<file path="src/rtl/dsp_drain_ctr.sv">
// ============================================================================
// Module      : dsp_drain_ctr
// Description : Loadable down-counter that drains a programmed beat count.
//               Presents indices start_val-1 .. 0 on a valid/ready stream,
//               then pulses done for one cycle. Used for read-out / unload
//               sequencing of buffers on the consumer side of address and
//               length generation.
// Options     : DSP_DRAIN_BEAT_CNT_EN - adds the beat_cnt output (beats
//               accepted in the current run).
// Revision    : 1.0 - initial release
// ============================================================================
`default_nettype none

module dsp_drain_ctr #(
  parameter int COUNTER_WIDTH = 32
) (
  input  logic                     clk,
  input  logic                     rst,
  input  logic                     enable,
  input  logic [COUNTER_WIDTH-1:0] start_val,
  input  logic                     load,
  input  logic                     out_ready,
  output logic                     out_valid,
  output logic [COUNTER_WIDTH-1:0] ctr_val,
  output logic                     last,
  output logic                     done,
  output logic                     busy
`ifdef DSP_DRAIN_BEAT_CNT_EN
  ,
  output logic [COUNTER_WIDTH-1:0] beat_cnt
`endif
);

  // Adding all-ones is a modulo decrement; keeps the adder a plain A+B
  // so it maps onto a DSP slice.
  localparam logic [COUNTER_WIDTH-1:0] ALL_ONES = '1;
  localparam logic [COUNTER_WIDTH-1:0] ONE      = {{(COUNTER_WIDTH-1){1'b0}}, 1'b1};

  typedef enum logic [1:0] {
    IDLE = 2'd0,
    ARM  = 2'd1,
    RUN  = 2'd2,
    DONE = 2'd3
  } state_t;

  state_t                   state;
  logic [COUNTER_WIDTH-1:0] pipe;       // captured start_val (input pipe)
  (* use_dsp = "yes" *)
  logic [COUNTER_WIDTH-1:0] count;      // current index, registered adder output
  logic [COUNTER_WIDTH-1:0] dec_a;      // adder operand: pipe in ARM, count otherwise
  logic [COUNTER_WIDTH-1:0] dec_sum;    // dec_a - 1 (mod 2^W)
  logic                     beat;
  logic                     count_zero;
  logic                     pipe_zero;

  // A beat needs the global advance as well as the handshake.
  assign beat       = out_valid & out_ready & enable;
  assign count_zero = (count == '0);
  assign pipe_zero  = (pipe == '0);

  // Shared decrement datapath: ARM preloads pipe-1, RUN steps count-1.
  assign dec_a   = (state == ARM) ? pipe : count;
  assign dec_sum = dec_a + ALL_ONES;

  // ctr_val is the count register itself; it simply holds outside RUN.
  assign ctr_val = count;
  // last follows the registered count, qualified by valid.
  assign last    = out_valid & count_zero;

  // Control FSM and datapath registers; enable=0 freezes everything but reset.
  always_ff @(posedge clk) begin
    if (rst) begin
      state     <= IDLE;
      pipe      <= '0;
      count     <= '0;
      out_valid <= 1'b0;
      done      <= 1'b0;
      busy      <= 1'b0;
    end else if (enable) begin
      if (load) begin
        // Start, or abort-and-restart: the old run never reports done.
        pipe      <= start_val;
        state     <= ARM;
        out_valid <= 1'b0;
        done      <= 1'b0;
        busy      <= 1'b1;
      end else begin
        case (state)
          IDLE: begin
            out_valid <= 1'b0;
            done      <= 1'b0;
            busy      <= 1'b0;
          end
          ARM: begin
            count <= dec_sum;
            busy  <= 1'b1;
            if (pipe_zero) begin
              // Zero-length drain: no beats, but done still pulses.
              state     <= DONE;
              out_valid <= 1'b0;
              done      <= 1'b1;
            end else begin
              state     <= RUN;
              out_valid <= 1'b1;
              done      <= 1'b0;
            end
          end
          RUN: begin
            if (beat) begin
              if (count_zero) begin
                // Final beat taken; never step below zero.
                state     <= DONE;
                out_valid <= 1'b0;
                done      <= 1'b1;
              end else begin
                count <= dec_sum;
              end
            end
          end
          DONE: begin
            state     <= IDLE;
            out_valid <= 1'b0;
            done      <= 1'b0;
            busy      <= 1'b0;
          end
          default: begin
            state     <= IDLE;
            out_valid <= 1'b0;
            done      <= 1'b0;
            busy      <= 1'b0;
          end
        endcase
      end
    end
  end

`ifdef DSP_DRAIN_BEAT_CNT_EN
  // Beats accepted in the current run; cleared by any accepted load.
  always_ff @(posedge clk) begin
    if (rst) begin
      beat_cnt <= '0;
    end else if (enable) begin
      if (load) begin
        beat_cnt <= '0;
      end else if (state == RUN && beat) begin
        beat_cnt <= beat_cnt + ONE;
      end
    end
  end
`else
  // Without the beat counter the constant is not needed.
  logic unused_one;
  assign unused_one = ^ONE;
`endif

endmodule

`default_nettype wire
</file>
<file path="config.mk">
export PLATFORM = sky130hd
export DESIGN_NAME = dsp_drain_ctr
export DESIGN_NICKNAME = d
export VERILOG_FILES = /design/src/rtl/dsp_drain_ctr.sv
export SDC_FILE = /design/constraint.sdc
export NUM_CORES = 1
export LEC_CHECK = 0
export CORE_ASPECT_RATIO = 1.5
export CORE_MARGIN = 5
export CORE_UTILIZATION = 45
export CTS_CLUSTER_DIAMETER = 50
export CTS_CLUSTER_SIZE = 16
export DETAILED_ROUTE_END_ITERATION = 12
export GPL_TIMING_DRIVEN = 0
export PLACE_DENSITY = 0.69
export SYNTH_ARGS = -nofsm -noshare
export SYNTH_HDL_FRONTEND = slang
export SYNTH_SLANG_ARGS = --single-unit
export TNS_END_PERCENT = 5
</file>
<file path="constraint.sdc">
create_clock -name clk -period 5.1 [get_ports clk]
set_clock_uncertainty 0.2 [all_clocks]
set_input_delay 0.51 -clock clk [delete_from_list [all_inputs] [get_ports clk]]
set_output_delay 0.51 -clock clk [all_outputs]
set_load 0.1 [all_outputs]
</file>
[After elaboration in Yosys (flattened, before gate mapping)]
Cells that the tools add are included.
W data, S select, Z words.
Operators by class
  order comparisons: 0
  multipliers: 0
  shifts and indexed selects: 0
  div/mod/pow operators: 0
  mux-type cells: 21
  $add $sub $neg: 1
  bitwise gates (word level): 4
  reductions and logical operators: 12
  eq/ne operators: 7
Operator list (count)
  $mux W32: 3
  $logic_not A32 Y1: 2
  $pmux W32 S2: 1
  $add A32 B32 Y32 const B: 1
  $mux W1: 10
  $mux W2: 3
  $ne A3 B3 Y1 const B: 2
  $pmux W1 S3: 2
  $pmux W2 S3: 1
  $reduce_and A5 Y1: 1
  $eq A2 B2 Y1 const B: 2
  $ne A2 B2 Y1 const B: 2
  $reduce_and A2 Y1: 2
  $reduce_and A4 Y1: 1
  $reduce_bool A4 Y1: 1
  $and A1 B1 Y1: 3
  $reduce_and A3 Y1: 1
  $reduce_bool A3 Y1: 1
  $eq A2 B1 Y1 const B: 1
  $logic_not A2 Y1: 1
  $pmux W1 S2: 1
  $reduce_bool A2 Y1: 1
  $reduce_or A2 Y1: 1
  $not A1 Y1: 1
Storage, ports and cells
  output and inout port bits: 36
  input port bits: 37
  bits in registers: 69
  memories kept: 0
  word-level logic and storage cells: 51
  memory bits (read-only): 0
  RAM bits: 0
  latch bits: 0

[Logic depth before layout (Yosys ltp)]
Gate-level depths: netlist of run 1.
  word-level depth: 6
  mapped depth: 17
  mapped depth without buffers: 10

[Worst setup path after synthesis of run 1]
OpenSTA, ideal clock, no wires.
  path kind: reg2out
  start: reg count[24], in the netlist ctr_val[24]
  end: out last
  required time: 4.390 ns
  buffers on the path: 0
  cell stages (with the launch flop): 4
  setup slack: -0.264 ns
  arrival: 4.654 ns
  cell sequence: dfxtp_1 or4_4 or4_4 nor4_1
On the way
  word-level cells in the longest chain between the ends: 2
RTL lines
  start, declared: line 49  | logic [COUNTER_WIDTH-1:0] count;
  start signal, assigned: line 95  | count <= dec_sum;
  start signal, assigned: line 116  | count <= dec_sum;
  $logic_not A32 Y1: line 58  | assign count_zero = (count == '0);
  $and A1 B1 Y1: line 68  | assign last = out_valid & count_zero;
  end, declared: line 25  | output logic last,
Every way passes these cells.

[Worst setup path after layout of run 1]
  start: reg state[0]
  end: reg count[28], in the netlist ctr_val[28]
On the way
  word-level cells in the longest chain between the ends: 6
  elaborated cells between the ends (all ways): 11
  classes of those cells: 1 x add/sub; 4 x eq/ne; 4 x mux; 2 x reduce/logical
RTL lines
  start, declared: line 46  | state_t state;
  start signal, assigned: line 73  | state <= IDLE;
  start signal, assigned: line 83  | state <= ARM;
  start signal, assigned: line 99  | state <= DONE;
  $eq A2 B1 Y1: line 62, 88
  $mux W32: line 62  | assign dec_a = (state == ARM) ? pipe : count;
  $add A32 B32 Y32: line 63  | assign dec_sum = dec_a + ALL_ONES;
  $mux W32: line 110  | if (count_zero) begin
  $mux W32: line 109  | if (beat) begin
  $pmux W32 S2: line 88  | case (state)
Several ways; a longest one is shown, not always the timed one. The select of a mux whose other input is x is not followed.
A chain may end at the register's enable or synchronous reset.

==> results of run 1 <==
-- repair_timing --
item | 4_1_cts | 5_1_grt
setup endpoints to repair | 5 | 9
pin swaps | 1 | 1
setup buffers | 1 | 1
resized for setup | 1 | 5
-- cells in the mapped netlist, types with 6 or more instances --
cell       count
a21oi_1       50
a22oi_1        7
a31oi_1       26
and2_1         8
buf_1          6
buf_2          9
clkbuf_1      22
dfxtp_1       69
ha_1           6
inv_1         14
mux2i_1       23
nand2_1       87
nand3_1       19
nand3b_1       9
nand4_1        6
nor2_1        34
nor3_1        19
nor4_1        16
o2111ai_1      9
o211ai_1      16
o21ai_0       19
or3_1         12
or4_1          6
-- metal layers --
metal  global-route usage (%)  wire length, µm  up-vias
met3                     4.91             1200       69
met1                     32.8             6580     2480
li1                         -                -     2356
met4                     16.6              779        0
met5                        0                0        -
met2                     46.4             8410      278
-- per-stage QoR --
stage          hold slack (ns)  setup WS [ns]  total power, mW
2_1_floorplan            0.244          0.922             1.36
3_3_place_gp             0.252         -0.207             1.61
3_5_place_dp             0.256         -0.224             1.62
4_1_cts                  0.267         0.0360             2.31
5_1_grt                  0.288         0.0270             2.43
6_report                 0.265          0.255             2.33
-- registers in the layout, indices dropped and copies added, names as in the netlist --
name,count
out_valid,1
done,1
state,2
ctr_val,32
pipe,32
busy,1
-- area by class of cell --
type,instances,area [µm²]
clock buffer,10,239
inverter,14,52.6
clock inverter,6,86.3
tap,115,144
buffer,40,191
sequential,69,1380
timing repair buffer,73,726
multi-input combinational,452,2850
fill,921,4020
-- worst max-delay path: stages, from the launching register on --
cell,delay (ns)
dfxtp_1,0.42
ha_1,0.31
clkbuf_4,0.27
clkbuf_4,0.24
clkbuf_4,0.25
clkbuf_4,0.26
clkbuf_4,0.28
buf_4,0.27
mux2i_1,0.26
ha_1,0.27
inv_1,0.11
a211oi_4,0.33
nand4_4,0.23
or4b_4,0.55
a2111o_1,0.35
a31oi_1,0.15
-- cells by family (layout without fill, tap and decap cells) --
logic type               Yosys count  after routing  share of synthesized area, %
adder cells (fa/ha/maj)            6              6                          1.68
AND/OR/NAND/NOR                  248            248                          29.3
buffers and inverters             55            143                          5.22
multiplexers                      25             25                          5.67
AO/OA/AOI/OAI                    170            170                          26.5
flip-flops                        69             69                          31.0
XOR/XNOR                           3              3                         0.589
-- power breakdown --
part | internal, mW | switching, mW
Sequential | 0.581 | 0.0706
Clock | 0.440 | 0.245
Combinational | 0.337 | 0.658
Total | 1.36 | 0.974
-- how the worst min path moves through the flow --
stage / startpoint / endpoint / slack (ns)
2_1_floorplan: pipe[27] / pipe[27] / 0.24
3_3_place_gp: done / done / 0.25
3_5_place_dp: done / done / 0.26
4_1_cts: done / done / 0.27
6_report: done / done / 0.26
5_1_grt: done / done / 0.29
==> results.md, run 1 <==
* Status: complete, no violations
* Drt first pass iters at 5
* Setup crit start: state[0]
* Via-to-Cell Ratio at 6.65
* Leak at ~1.9 nW
* Num CTS Buffers at 9
* Fin area at around 5700 µm²
* Std-Cell Rows at between 40 and 50
* GRT Util Overall at between 20 and 30%
* Syn Nets at about 620
* CP Capture Type: register
* TritonCTS clock tree: yes
* Antenna cell count at 0
* Layout cells sized above 1 at just over 7%
* Post-synthesis register bit count at 69
* Setup crit end: ctr_val[28]
* Peak supply drop at ~0.00023 V
* WL final at between 15000 and 20000 µm
* IO Port Bufs at between 70 and 80
* Number of global-route vias before repair at 5055
* Post-route antenna net violation count at 0
* Chip width at between 90 and 100 µm
* Ys async rst share at 0%
* Hold Crit Class: reg -> reg
* Final Net Count at between 700 and 800
* Starting density of the core at between 40 and 50%
* Congestion Overflow GR at 0
* Yosys cell types at between 60 and 70
* Tightest Pin Transition at ~1.0 ns
* Final hold vios at 0
* H-tree depth at 3
* DIE HEIGHT at 132 µm
* Critical path arrival at between 4 and 5 ns
* Io pins at between 70 and 80
* Final GP Congestion at between 0.9 and 1
* Area fraction of the dominant cell type after synthesis at a little under a third
* Setup TNS at 0 ns
* Cells after Synth at roughly 580
* Final period demand of the worst path at 4.85 ns
* Final Max Tran Viols at 0
* Clock slew at reported path FFs at about 0.06 ns
* Post-DP Area at 5320 µm²
* Post-synthesis average cell area at 7.74 µm²
* Synthesized area at 4460 µm²
* WL/cell at ~22 µm
* Final setup vio count at 0
* Yosys warns at 0
* Worst r2r path cells at 15
* Worst endpoint required time at just over 5 ns
* Period Utilization, post-route at a little over nine tenths
* Sequential share of the synthesized area at a little under a third
* Longest Clk Path Bufs at 2
* Most frequent cells in the layout: nand2_1, clkdlybuf4s50_1, dfxtp_1
* DRC at 0
* Max Cap Viol at 0
* Area growth syn-to-layout at 27.2%
* Die area at approximately 12000 µm²
* Yosys top cell by area: dfxtp_1
* Most common cell after layout, fill and taps aside: nand2_1
* RSZ-0062 raised after global routing: false
* Largest net degree at the start of global routing at 20
* Worst r2r dst: ctr_val[28]
* Worst slew margin at between 30 and 40%
* Post-synth EDFFs at 0
* First-pass GRT wire length at roughly 27000 µm
* CTS root buffer: clkbuf_16
* Via count at 5183
* Reg-to-reg startpoint: state[0]
* Placed Cells at 762
* Reg2reg setup slack at around 0.25 ns
* Max frequency at between 200 and 250 MHz
* Hold Buf Count CTS at 0
* CORE AREA at 9690 µm²
* Clk_lat worst skew at roughly 0.34 ns
* Initial antenna violation count at 0
* CTS Sinks at 69
* Fin util at 58.5%
* Main synth FF type: dfxtp_1
* Hpwl dp at about 13000 µm
* Synth area leaders: dfxtp_1, nand2_1, a21oi_1
* Hold Path Depth at 2
* Initial DRC count at 502
* Crit Path Class: reg -> reg
* Cell Count, Final, Fillers Out at 779
* P per Cell Area at ~410 nW/µm²
* Crit path max fanout at 10
* CP Launch Type: register
(Power assumes the default switching activity.)
==> run 2: changes to the inputs <==
--- a/config.mk
+++ b/config.mk
@@ -13,6 +13,7 @@
 export DETAILED_ROUTE_END_ITERATION = 12
 export GPL_TIMING_DRIVEN = 0
 export PLACE_DENSITY = 0.69
+export RECOVER_POWER = 50
 export SYNTH_ARGS = -nofsm -noshare
 export SYNTH_HDL_FRONTEND = slang
 export SYNTH_SLANG_ARGS = --single-unit
==> run 2 against run 1 <==
- first-iteration DRC count shrank 0.60%
- via count is essentially flat
- total power shrank 0.36%
==> results.md, run 2 (synthesized netlist as in run 1, its figures left out) <==
* Max Cap Viol at 0 (unchanged)
* Seq pwr share at 28.0% (about the same)
* Std-Cell Rows at 44 (unchanged)
* Net Sw Frac at 41.8% (+0.067 points)
* CP max stage delay at 0.55 ns (about the same)
* Crit path max fanout at 10 (unchanged)
* Critical-path cell list: ha_1 -> clkbuf_4 -> clkbuf_4 -> clkbuf_4 -> clkbuf_4 -> clkbuf_4 -> buf_4 -> mux2i_1 -> ha_1 -> inv_1 -> a211oi_4 -> nand4_4 -> or4b_4 -> a2111o_1 -> a31oi_1
* Clock slew at reported path FFs at 0.06 ns (about the same)
* Tightest Pin Transition at 0.991 ns (-0.0179 ns)
* P per Cell Area at 410 nW/µm² (-0.36%)
* GRT Util Overall at 27.8% (unchanged)
* Cell Count, Final, Fillers Out at 779 (unchanged)
* Io pins at 73 (unchanged)
* Logic pwr share at 42.5% (-0.2 points)
* Clock power share at 29.5% (about the same)
* Worst r2r path cells at 15 (unchanged)
* Most frequent cells in the layout: nand2_1, dfxtp_1, a21oi_1, clkdlybuf4s50_1, nor2_1
* TritonCTS clock tree: yes
* Largest net degree at the start of global routing at 20 (unchanged)
* Post-route antenna net violation count at 0 (unchanged)
* Number of global-route vias before repair at 5055 (unchanged)
* Slowest-stage cell, CP: or4b_4
* Worst slew margin at 33.7% (+1.4 points)
* Drt first pass iters at 9 (+4)
* Area growth syn-to-layout at 27.2% (unchanged)
* Final setup vio count at 0 (unchanged)
* Worst r2r dst: ctr_val[28]
* Sw Pwr at 0.972 mW (-0.20%)
* CP Launch Type: register
* Hold path start: busy
* CP Capture Type: register
* Layout cells sized above 1 at 7.23% (unchanged)
* Max frequency at 207 MHz (+0.14%)
* DRC at 0 (unchanged)
* Die area at 12000 µm² (unchanged)
* Final Max Tran Viols at 0 (unchanged)
* Hpwl dp at 12500 µm (unchanged)
* First-pass GRT wire length at 26700 µm (unchanged)
* IO Port Bufs at 71 (unchanged)
* Placed Cells at 762 (unchanged)
* Initial antenna violation count at 0 (unchanged)
* Starting density of the core at 46.0% (unchanged)
* WL/cell at 21.7 µm (-0.34%)
* Initial DRC count at 499 (-0.60%)
* Via count at 5181 (-0.039%)
* RSZ-0062 raised after global routing: false
* Critical path arrival at 4.90 ns (about the same)
* Via-to-Cell Ratio at 6.65 (about the same)
* CTS root buffer: clkbuf_16
* Hold Path Depth at 2 (unchanged)
* Clk_lat worst skew at 0.34 ns (about the same)
* Reg2reg setup slack at 0.26 ns (about the same)
* Leak at 2.00 nW (+3.4%)
* Hold Buf Count CTS at 0 (unchanged)
* CORE AREA at 9690 µm² (unchanged)
* Reg-to-reg startpoint: state[0]
* Fin util at 58.5% (unchanged)
* Worst endpoint required time at 5.16 ns (about the same)
* Total internal power at 1.35 mW (-0.47%)
* Status: complete, no violations
* Period Utilization, post-route at 94.9% (-0.13 points)
* Worst hold margin at 0.265 ns (+0.000739 ns)
* Final period demand of the worst path at 4.84 ns (-0.00685 ns)
* Congestion Overflow GR at 0 (unchanged)
* CTS Sinks at 69 (unchanged)
* Chip width at 91.3 µm (unchanged)
* Final Net Count at 702 (unchanged)
* Antenna cell count at 0 (unchanged)
* H-tree depth at 3 (unchanged)
* Crit Path Class: reg -> reg
* Final GP Congestion at 0.950 (unchanged)
* Longest Clk Path Bufs at 2 (unchanged)
* Final hold vios at 0 (unchanged)
* DIE HEIGHT at 132 µm (unchanged)
* Num CTS Buffers at 9 (unchanged)
* Hold Crit Class: reg -> reg
* Most common cell after layout, fill and taps aside: nand2_1
* Crit-path most repeated cell: clkbuf_4
* Min-Delay Endpoint: busy
* WL final at 16900 µm (-0.34%)
* Peak supply drop at 0.000226 V (+0.13%)
## run 2: area by class of cell
class / instances / area [µm²]
Fill cell: 921 / 4020
Multi-Input combinational cell: 452 / 2850
Sequential cell: 69 / 1380
Timing Repair Buffer: 73 / 726
Clock buffer: 10 / 239
Buffer: 40 / 191
Tap cell: 115 / 144
Clock inverter: 6 / 86.3
Inverter: 14 / 52.6
## run 2: worst max path at each step
stage / from / endpoint / slack (ns) / cells past startpoint
after floorplan: ctr_val[24] / last / 0.92 / 3
after detailed placement: state[0] / ctr_val[30] / -0.22 / 15
after global routing: state[0] / ctr_val[28] / 0.03 / 15
after CTS: state[0] / ctr_val[28] / 0.04 / 15
final: state[0] / ctr_val[28] / 0.26 / 15
after global placement: state[0] / ctr_val[30] / -0.21 / 15
## run 2: timing repair
item | CTS | global route
pin swaps | 1 | 1
setup endpoints to repair | 5 | 9
gates cloned | 0 | 0
resized for setup | 1 | 5
setup buffers | 1 | 1
## run 2: metal layers
| layer | vias up | global-route usage (%) | share of wire, % |
|---|---|---|---|
| met5 | - | 0 | 0 |
| li1 | 2354 | - | - |
| met2 | 292 | 46.4 | 49 |
| met3 | 65 | 4.91 | 8.1 |
| met4 | 0 | 16.6 | 4.5 |
| met1 | 2470 | 32.8 | 38 |
## run 2: critical path, delay by kind of cell (launching register included)
kind            cells  cell delay [ns]
buf+inv             7             1.68
flops               1             0.42
compound gates      3             0.83
simple gates        2             0.77
fa+ha+maj           2             0.58
mux                 1             0.26
## run 2: power by group through the flow
| stage | Clock (mW) | Combinational, mW | Sequential, mW |
|---|---|---|---|
| 3_5_place_dp | 0 | 0.962 | 0.661 |
| 5_1_grt | 0.719 | 1.05 | 0.657 |
| 4_1_cts | 0.691 | 0.973 | 0.649 |
| 6_report | 0.685 | 0.988 | 0.651 |
| 2_1_floorplan | 0 | 0.520 | 0.840 |
| 3_3_place_gp | 0 | 0.952 | 0.659 |
## run 2: through the flow
step	setup slack, ns	total power [mW]	instance area, µm²	TNS (ns)
3_5_place_dp	-0.224	1.62	5320	-0.491
6_report	0.261	2.32	5670	0
5_1_grt	0.0270	2.42	5670	0
3_3_place_gp	-0.207	1.61	5320	-0.446
2_1_floorplan	0.922	1.36	4470	0
4_1_cts	0.0360	2.31	5650	0
==> run 3: changes to the inputs <==
--- a/config.mk
+++ b/config.mk
@@ -7,12 +7,12 @@
 export LEC_CHECK = 0
 export CORE_ASPECT_RATIO = 1.5
 export CORE_MARGIN = 5
-export CORE_UTILIZATION = 45
+export CORE_UTILIZATION = 40
 export CTS_CLUSTER_DIAMETER = 50
 export CTS_CLUSTER_SIZE = 16
 export DETAILED_ROUTE_END_ITERATION = 12
 export GPL_TIMING_DRIVEN = 0
-export PLACE_DENSITY = 0.69
+export PLACE_DENSITY = 0.63
 export RECOVER_POWER = 50
 export SYNTH_ARGS = -nofsm -noshare
 export SYNTH_HDL_FRONTEND = slang
==> run 3 against run 2 <==
- setup slack worse by 0.068 ns
- clock-buffer cell count up 3
- global-route usage down 1.8 points
- die area grew 11%
- routed wire length up 3.1%
- hold slack got worse by 0.020 ns
- final area grew 0.18%
- combinational power about the same
==> results.md, run 3 (synthesized netlist as in run 1, its figures left out) <==
* Status: complete, no violations
* Most common cell after layout, fill and taps aside: nand2_1
* First-pass GRT wire length at 26500 µm (-0.67%)
* Starting density of the core at 40.6% (-5.5 points)
* Final setup margin at 0.193 ns (-0.0685 ns)
* Logic pwr share at 43.0% (+0.5 points)
* WL/cell at 21.5 µm (-0.88%)
* Final Max Tran Viols at 0 (unchanged)
* Fin area at 5680 µm² (+0.18%)
* Antenna cell count at 0 (unchanged)
* Largest net degree at the start of global routing at 20 (unchanged)
* Slowest-stage cell, CP: or4b_4
* Net Sw Frac at 42.6% (+0.78 points)
* GRT Util Overall at 26.0% (-1.8 points)
* Drt first pass iters at 6 (-3)
* Tightest Pin Transition at 1.07 ns (+0.0774 ns)
* H-tree depth at 3 (unchanged)
* Crit path buf inv count at 7 (unchanged)
* CP max stage delay at 0.54 ns (about the same)
* TritonCTS clock tree: yes
* Via-to-Cell Ratio at 6.27 (-5.7%)
* Post-route antenna net violation count at 0 (unchanged)
* Leak at 1.99 nW (-0.54%)
* CTS root buffer: clkbuf_16
* Multi-input gate area at 2860 µm² (about the same)
* WL final at 17400 µm (+3.1%)
* Initial antenna violation count at 0 (unchanged)
* Crit path max fanout at 10 (unchanged)
* CP Capture Type: register
* Peak supply drop at 0.000189 V (-17%)
* Clock power share at 28.4% (-1.1 points)
* Filler cells at 1131 (+23%)
* Seq pwr share at 28.6% (+0.6 points)
* Final GP Congestion at 1.00 (+5.5%)
* CP top delay family: buffers and inverters
* Number of global-route vias before repair at 4923 (-2.6%)
* CP Launch Type: register
* Layout cells sized above 1 at 7.09% (-0.14 points)
* Final setup vio count at 0 (unchanged)
* DRC at 0 (unchanged)
* Register Area at 1380 µm² (unchanged)
* Worst slew margin at 28.3% (-5.4 points)
* Crit Path Class: reg -> reg
* Hold Crit Class: reg -> reg
* Total internal power at 1.32 mW (-2.7%)
* CORE AREA at 11000 µm² (+13%)
* Via count at 5079 (-2.0%)
* Worst endpoint required time at 5.17 ns (about the same)
* CTS Sinks at 69 (unchanged)
* Final hold vios at 0 (unchanged)
* Pre-CTS WS at -0.229 ns (-0.00513 ns)
* Chip width at 96.2 µm (+5.4%)
* Post-DP Area at 5360 µm² (+0.75%)
* Sw Pwr at 0.976 mW (+0.42%)
* Clk_lat worst skew at 0.35 ns (about the same)
* GRT busiest layer: met2
* Clock slew at reported path FFs at 0.06 ns (about the same)
* Hpwl dp at 13000 µm (+3.9%)
* Crit-path most repeated cell: buf_2
* Initial DRC count at 403 (-19%)
* Pwr Total at 2.29 mW (-1.4%)
* DIE HEIGHT at 139 µm (+5.6%)
* Critical-path cell list: ha_2 -> buf_2 -> buf_2 -> buf_2 -> clkbuf_4 -> clkbuf_4 -> buf_4 -> mux2i_1 -> ha_1 -> inv_1 -> a211oi_4 -> nand4_4 -> or4b_4 -> a2111o_1 -> a31oi_1
* Final Net Count at 701 (-0.14%)
* Met3 usage at 4.86% (-0.052 points)
* Io pins at 73 (unchanged)
* Critical path arrival at 4.98 ns (+0.08 ns)
* Area growth syn-to-layout at 27.4%
* Max frequency at 204 MHz (-1.4%)
* IO Port Bufs at 71 (unchanged)
* GRT met2 Usage at 42.6% (-3.8 points)
* Longest Clk Path Bufs at 2 (unchanged)
* Period Utilization, post-route at 96.2% (+1.3 points)
* Die area at 13400 µm² (+11%)
* Std-Cell Rows at 47 (+6.8%)
* Congestion Overflow GR at 0 (unchanged)
* Max Cap Viol at 0 (unchanged)
* RSZ-0062 raised after global routing: false
* P per Cell Area at 403 nW/µm² (-1.6%)
* Final period demand of the worst path at 4.91 ns (+0.0685 ns)
* Met1 Usage GRT at 29.8% (-3.0 points)
* Num CTS Buffers at 9 (unchanged)
* Most frequent cells in the layout: nand2_1, dfxtp_1, a21oi_1, clkdlybuf4s50_1, nor2_1
-- run 3: cell types whose count changed in the layout (fill, tap and decap cells not counted) --
cell and change:
and2_0 +1, and2_1 -1, buf_2 +3, bufinv_16 -1, clkbuf_1 +1, clkbuf_4 -3
clkbuf_8 +1, clkinv_2 -1, clkinvlp_4 -1, ha_1 -1, ha_2 +1
-- run 3: final timing paths --
path,from,to,slack [ns],cells after the start
worst max register to register,state[0],ctr_val[28],0.19,15
worst min-delay path,done,done,0.25,2
worst max-delay path,state[0],ctr_val[28],0.19,15
worst min register to register,done,done,0.25,2
-- run 3: final cells by class --
type | count | area share, %
multi-input combinational | 452 | 50.2
clock buffer | 13 | 4.58
timing repair buffer | 73 | 12.8
sequential | 69 | 24.3
buffer | 39 | 3.17
tap | 147 | 3.24
inverter | 14 | 0.925
clock inverter | 3 | 0.771
-- run 3: worst min-delay path: cells and delay by family, from the launching register on --
family,cells,cell delay [ns]
flops,1,0.30
simple gates,1,0.05
compound gates,1,0.05
-- run 3: per-stage QoR --
step	std cells	util, %	hold slack, ns	TNS [ns]
6_report	810	51.7	0.245	0
5_1_grt	810	51.7	0.291	0
4_1_cts	810	51.6	0.252	0
3_5_place_dp	794	48.8	0.244	-0.576
3_3_place_gp	794	48.8	0.245	-0.411
2_1_floorplan	576	-	0.244	0
-- run 3: power groups by stage --
stage	clock [mW]	combinational, mW	sequential, mW
2_1_floorplan	0	0.520	0.840
3_3_place_gp	0	0.951	0.663
3_5_place_dp	0	0.964	0.665
4_1_cts	0.657	0.974	0.653
5_1_grt	0.677	1.04	0.660
6_report	0.650	0.986	0.655
-- run 3: timing repair --
action	4_1_cts	5_1_grt
endpoints found under the hold margin	0	0
hold buffers	0	0
pin swaps	1	1
setup buffers	1	1
endpoints found under the setup margin	7	8
gates resized for setup	1	3
-- run 3: metal layers --
layer  wire length [µm]  vias up
li1                   -     2342
met1               6440     2375
met2               8630      282
met3               1260       80
met4               1110        0
met5                  0        -
==> RTL change 1 (settings of run 3) <==
The 4 states of `state_t` get a one-hot encoding in 4 bits.
--- a/src/rtl/dsp_drain_ctr.sv
+++ b/src/rtl/dsp_drain_ctr.sv
@@ -36,11 +36,11 @@
   localparam logic [COUNTER_WIDTH-1:0] ALL_ONES = '1;
   localparam logic [COUNTER_WIDTH-1:0] ONE      = {{(COUNTER_WIDTH-1){1'b0}}, 1'b1};
 
-  typedef enum logic [1:0] {
-    IDLE = 2'd0,
-    ARM  = 2'd1,
-    RUN  = 2'd2,
-    DONE = 2'd3
+  typedef enum logic [3:0] {
+    IDLE = 4'b0001,
+    ARM  = 4'b0010,
+    RUN  = 4'b0100,
+    DONE = 4'b1000
   } state_t;
 
   state_t                   state;
Formal check against the unedited RTL: no difference found for any inputs over 4 cycles, from zero or initial values and one cycle with rst high; so few cycles prove little.
==> RTL change 1 against run 3 <==
- critical endpoint is now ctr_val[22]
- worst setup slack gained 0.20 ns
- die area shrank 0.36%
- final cell count up 5.7%
- largest power group unchanged
- synthesized area decreased by 0.39%
- power down 7.9%
- global-route usage increased by 2.8 points
- combinational power shrank 18%
- maximum frequency up 4.3%
- wire length grew 8.4%
- cell area decreased by 0.46%
- sequential cell count up 2
==> RTL change 1: results (changes against run 3) <==
Post-CTS Repair Setup Buffers: 0 (-1)
Leakage: 2.04 nW (+2.8%)
Pre-Repair DR Iteration Count: 5 (-1)
Async SR Flop Fraction: 0 (unchanged)
crit path from: state[3]
status: finished clean
sequential area share after synthesis: 0.320 (+0.0102)
worst reg2reg endpoint: ctr_val[22]
worst vdd ir: 0.203 mV (+7.7%)
Clock Latency Late Sink: 0.34 ns
R2R setup slack: 0.39 ns (+0.20 ns)
Root Driver: clkbuf_16
Total GRT Usage: 0.287 (+0.0275)
Synth cell types: 61 (-9.0%)
FF-to-FF path depth: 13 (-2)
Clock Pin Slew Worst Setup and Hold Paths: 0.06 ns (about the same)
wire per inst: 22.1 microns (+2.6%)
initial antenna violation count: 0 (unchanged)
vias in the first global route: 5068 (+2.9%)
synth top area cells: dfxtp_1 32%, nand2_1 11%, a21oi_1 9.0%
grt total ovfl: 0 (unchanged)
RePlAce Congestion: 0.983 (-1.9%)
H-tree depth: 3 (unchanged)
post-DP HPWL: 13900 microns (+6.5%)
CP Max Fanout: 19 (+9)
worst r2r src: state[3]
Data arrival, critical path: 4.77 ns (-0.21 ns)
Mapped Nets: 663 (+7.1%)
YS warnings: 0 (unchanged)
Hold Crit Class: reg -> reg
first-pass GRT wire length: 29000 microns (+9.5%)
Layout Nets: 742 (+5.8%)
DR iter-0 viols: 544 (+35%)
clock buffer count from CTS: 9 (unchanged)
filler instances: 1118 (-1.1%)
Syn Area/Cell: 7.11 sq um (-8.2%)
final non-filler cell total: 856 (+5.7%)
CP Class: reg -> reg
worst slew pin tran: 1.16 ns (+0.0947 ns)
n_diodes: 0 (unchanged)
Inst Count DP: 843 (+6.2%)
largest net degree at the start of global routing: 13 (-35%)
top post-synthesis cells by count: 130 x nand2_1, 80 x a21oi_1, 71 x dfxtp_1
fraction of layout cells with a size suffix above 1: 0.0578 (-0.0131)
placed inst area: 5340 sq um (-0.44%)
vias per cell: 6.26 (-0.23%)
## RTL change 1: power by group
part           leakage (nW)  internal, mW  switching, mW
Sequential            0.577         0.589         0.0528
Combinational          1.31         0.270          0.536
Clock                 0.152         0.405          0.258
Total                  2.04          1.26          0.846
## RTL change 1: worst min path at each step
stage,start,endpoint,slack [ns],cells past startpoint
2_1_floorplan,pipe[1],pipe[1],0.25,2
3_3_place_gp,pipe[1],pipe[1],0.27,2
3_5_place_dp,pipe[0],pipe[0],0.28,2
4_1_cts,pipe[0],pipe[0],0.29,2
5_1_grt,ctr_val[0],ctr_val[0],0.31,2
6_report,ctr_val[0],ctr_val[0],0.28,2
## RTL change 1: worst max-delay path: stages, from the launching register on
cell	delay (ns)
dfxtp_1	0.36
or4b_1	0.54
buf_2	0.23
clkbuf_2	0.26
buf_2	0.34
mux2i_1	0.27
ha_2	0.29
or3b_2	0.51
or4_4	0.43
buf_6	0.16
o32ai_4	0.38
nand2_1	0.13
a2111o_1	0.37
a31oi_1	0.14
## RTL change 1: final cells by class
| cell class | instances | area, sq um | area share |
|---|---|---|---|
| buffer | 42 | 173 | 0.0305 |
| clock buffer | 11 | 253 | 0.0447 |
| clock inverter | 5 | 56.3 | 0.00995 |
| inverter | 4 | 15.0 | 0.00265 |
| multi-input combinational | 505 | 2840 | 0.503 |
| sequential | 71 | 1420 | 0.251 |
| tap | 147 | 184 | 0.0325 |
| timing repair buffer | 71 | 711 | 0.126 |
## RTL change 1: kinds of logic after synthesis
group,count (synthesis),synth area share
fa+ha+maj,1,0.00282
buf+inv,49,0.0439
simple gates,288,0.313
flops,71,0.320
compound gates,199,0.283
mux,12,0.0282
xor+xnor,5,0.00986
## RTL change 1: metrics by stage
step,hold WS [ns],setup slack (ns)
after floorplan,0.249,0.793
after global placement,0.266,-0.694
after detailed placement,0.278,-0.707
after CTS,0.286,0.0371
after global routing,0.315,0.101
final,0.278,0.393
## RTL change 1: repair_timing
action                                  CTS  global route
hold buffers                              0             0
hold endpoints to repair                  0             0
endpoints found under the setup margin   12             8
gates resized for setup                   6             3
## RTL change 1: metal layers
| metal | part of all wire | vias up | wire [microns] | global-route usage |
|---|---|---|---|---|
| met5 | 0 | - | 0 | 0 |
| met4 | 0.065 | 0 | 1220 | 0.204 |
| met3 | 0.079 | 76 | 1490 | 0.0565 |
| met2 | 0.47 | 315 | 8930 | 0.447 |
| met1 | 0.38 | 2493 | 7260 | 0.344 |
| li1 | - | 2471 | - | - |
==> RTL change 2 (settings of run 3) <==
Without the edit above. The parameter `COUNTER_WIDTH` goes from 32 to 64.
--- a/src/rtl/dsp_drain_ctr.sv
+++ b/src/rtl/dsp_drain_ctr.sv
@@ -12,7 +12,7 @@
 `default_nettype none
 
 module dsp_drain_ctr #(
-  parameter int COUNTER_WIDTH = 32
+  parameter int COUNTER_WIDTH = 64
 ) (
   input  logic                     clk,
   input  logic                     rst,
Ports: changed (resized ctr_val and start_val); port bits go from 73 to 137. The function was not compared with the original's and may differ.
==> RTL change 2 against run 3 <==
- sequential cell count is 64 higher
- cell area increased by 90%
- wire length up 130%
- synthesized area rose by 89%
- power is 69% higher
- worst setup slack worse by 0.038 ns
- hold slack improved by 0.015 ns
- global-route usage rose by 6.2 points
- largest power group unchanged
==> RTL change 2: results (changes against run 3) <==
status: finished clean
RePlAce Congestion: 0.983 (-1.9%)
H-tree depth: 4 (+1)
placed inst area: 10100 sq um (+89%)
Leakage: 3.71 nW (+87%)
Syn Inst Count: 1130 (+96%)
FF-to-FF path depth: 17 (+2)
Synth cell types: 82 (+22%)
sequential area share after synthesis: 0.316 (+0.00614)
R2R setup slack: 0.16 ns (-0.04 ns)
crit path from: state[1]
Layout Nets: 1358 (+94%)
Mapped Nets: 1205 (+95%)
CP Class: reg -> reg
met1 Use GR: 0.380 (+0.0821)
Clock Latency Late Sink: 0.44 ns (+0.09 ns)
post-place setup slack: -1.82 ns (-1.59 ns)
met2 usage: 0.518 (+0.0921)
CP Max Fanout: 19 (+9)
DR iter-0 viols: 1145 (+180%)
synth top area cells: dfxtp_1 32%, nand2_1 8.9%, a21oi_1 8.0%
vias per cell: 6.43 (+2.6%)
Port Buf Inserts: 135 (+90%)
Total GRT Usage: 0.322 (+0.0622)
initial antenna violation count: 0 (unchanged)
Post-CTS Repair Setup Buffers: 2 (+1)
top post-synthesis cells by count: 201 x nand2_1, 135 x a21oi_1, 133 x dfxtp_1
clock buffer count from CTS: 17 (+8)
worst vdd ir: 0.237 mV (+25%)
Slew HR: 0.286 (+0.00249)
post-cts resize count: 10 (+9)
vias in the first global route: 9732 (+98%)
worst hold slack: 0.260 ns (+0.0148 ns)
post-DP HPWL: 29000 microns (+120%)
Pre-Repair DR Iteration Count: 7 (+1)
wire per inst: 25.3 microns (+17%)
FMAX: 202 MHz (-0.76%)
## RTL change 2: cell count changes after synthesis, moves of 20 or more
cell and change:
buf_2 +21, dfxtp_1 +64, a21oi_1 +85, nor4_1 +20, nand2_1 +114, o21ai_0 +42
nor3_1 +37, nor2_1 +21
## RTL change 2: worst max-delay path: stages (launching register included)
cell and delay, ns:
dfxtp_1 0.35, inv_1 0.14, ha_4 0.21, buf_6 0.23, buf_4 0.26, buf_6 0.23, buf_4 0.25, buf_4 0.25
buf_6 0.24, mux2i_1 0.29, ha_2 0.29, o221ai_2 0.20, and4bb_2 0.38, buf_4 0.22, nand3_1 0.21, or3_1 0.45
mux2_2 0.29, a31oi_1 0.15
## RTL change 2: power by group
group | leakage (nW) | switching [mW] | internal (mW)
clock network | 0.285 | 0.511 | 0.794
registers | 1.08 | 0.127 | 1.10
logic | 2.34 | 0.897 | 0.446
total | 3.71 | 1.54 | 2.34
## RTL change 2: logic make-up after synthesis
logic type,after synthesis,synth area share
and+or+nand+nor,510,0.313
AOI/OAI and AO/OA,336,0.248
DFF,133,0.316
buffers and inverters,91,0.0465
muxes,52,0.0649
adders and majority gates,6,0.00890
xor gates and xnor gates,2,0.00208
## RTL change 2: layout make-up
cell class,count,area [sq um],area share
sequential,133,2660,0.247
tap,268,335,0.0311
timing repair buffer,137,1370,0.127
multi-input combinational,906,5400,0.501
inverter,13,48.8,0.00453
clock buffer,20,457,0.0424
buffer,75,354,0.0329
clock inverter,11,151,0.0141
## RTL change 2: layer usage
metal / wire length, microns / part of all wire
met2: 18300 / 0.46
met3: 3420 / 0.087
met5: 0 / 0
met4: 3000 / 0.076
met1: 14800 / 0.37
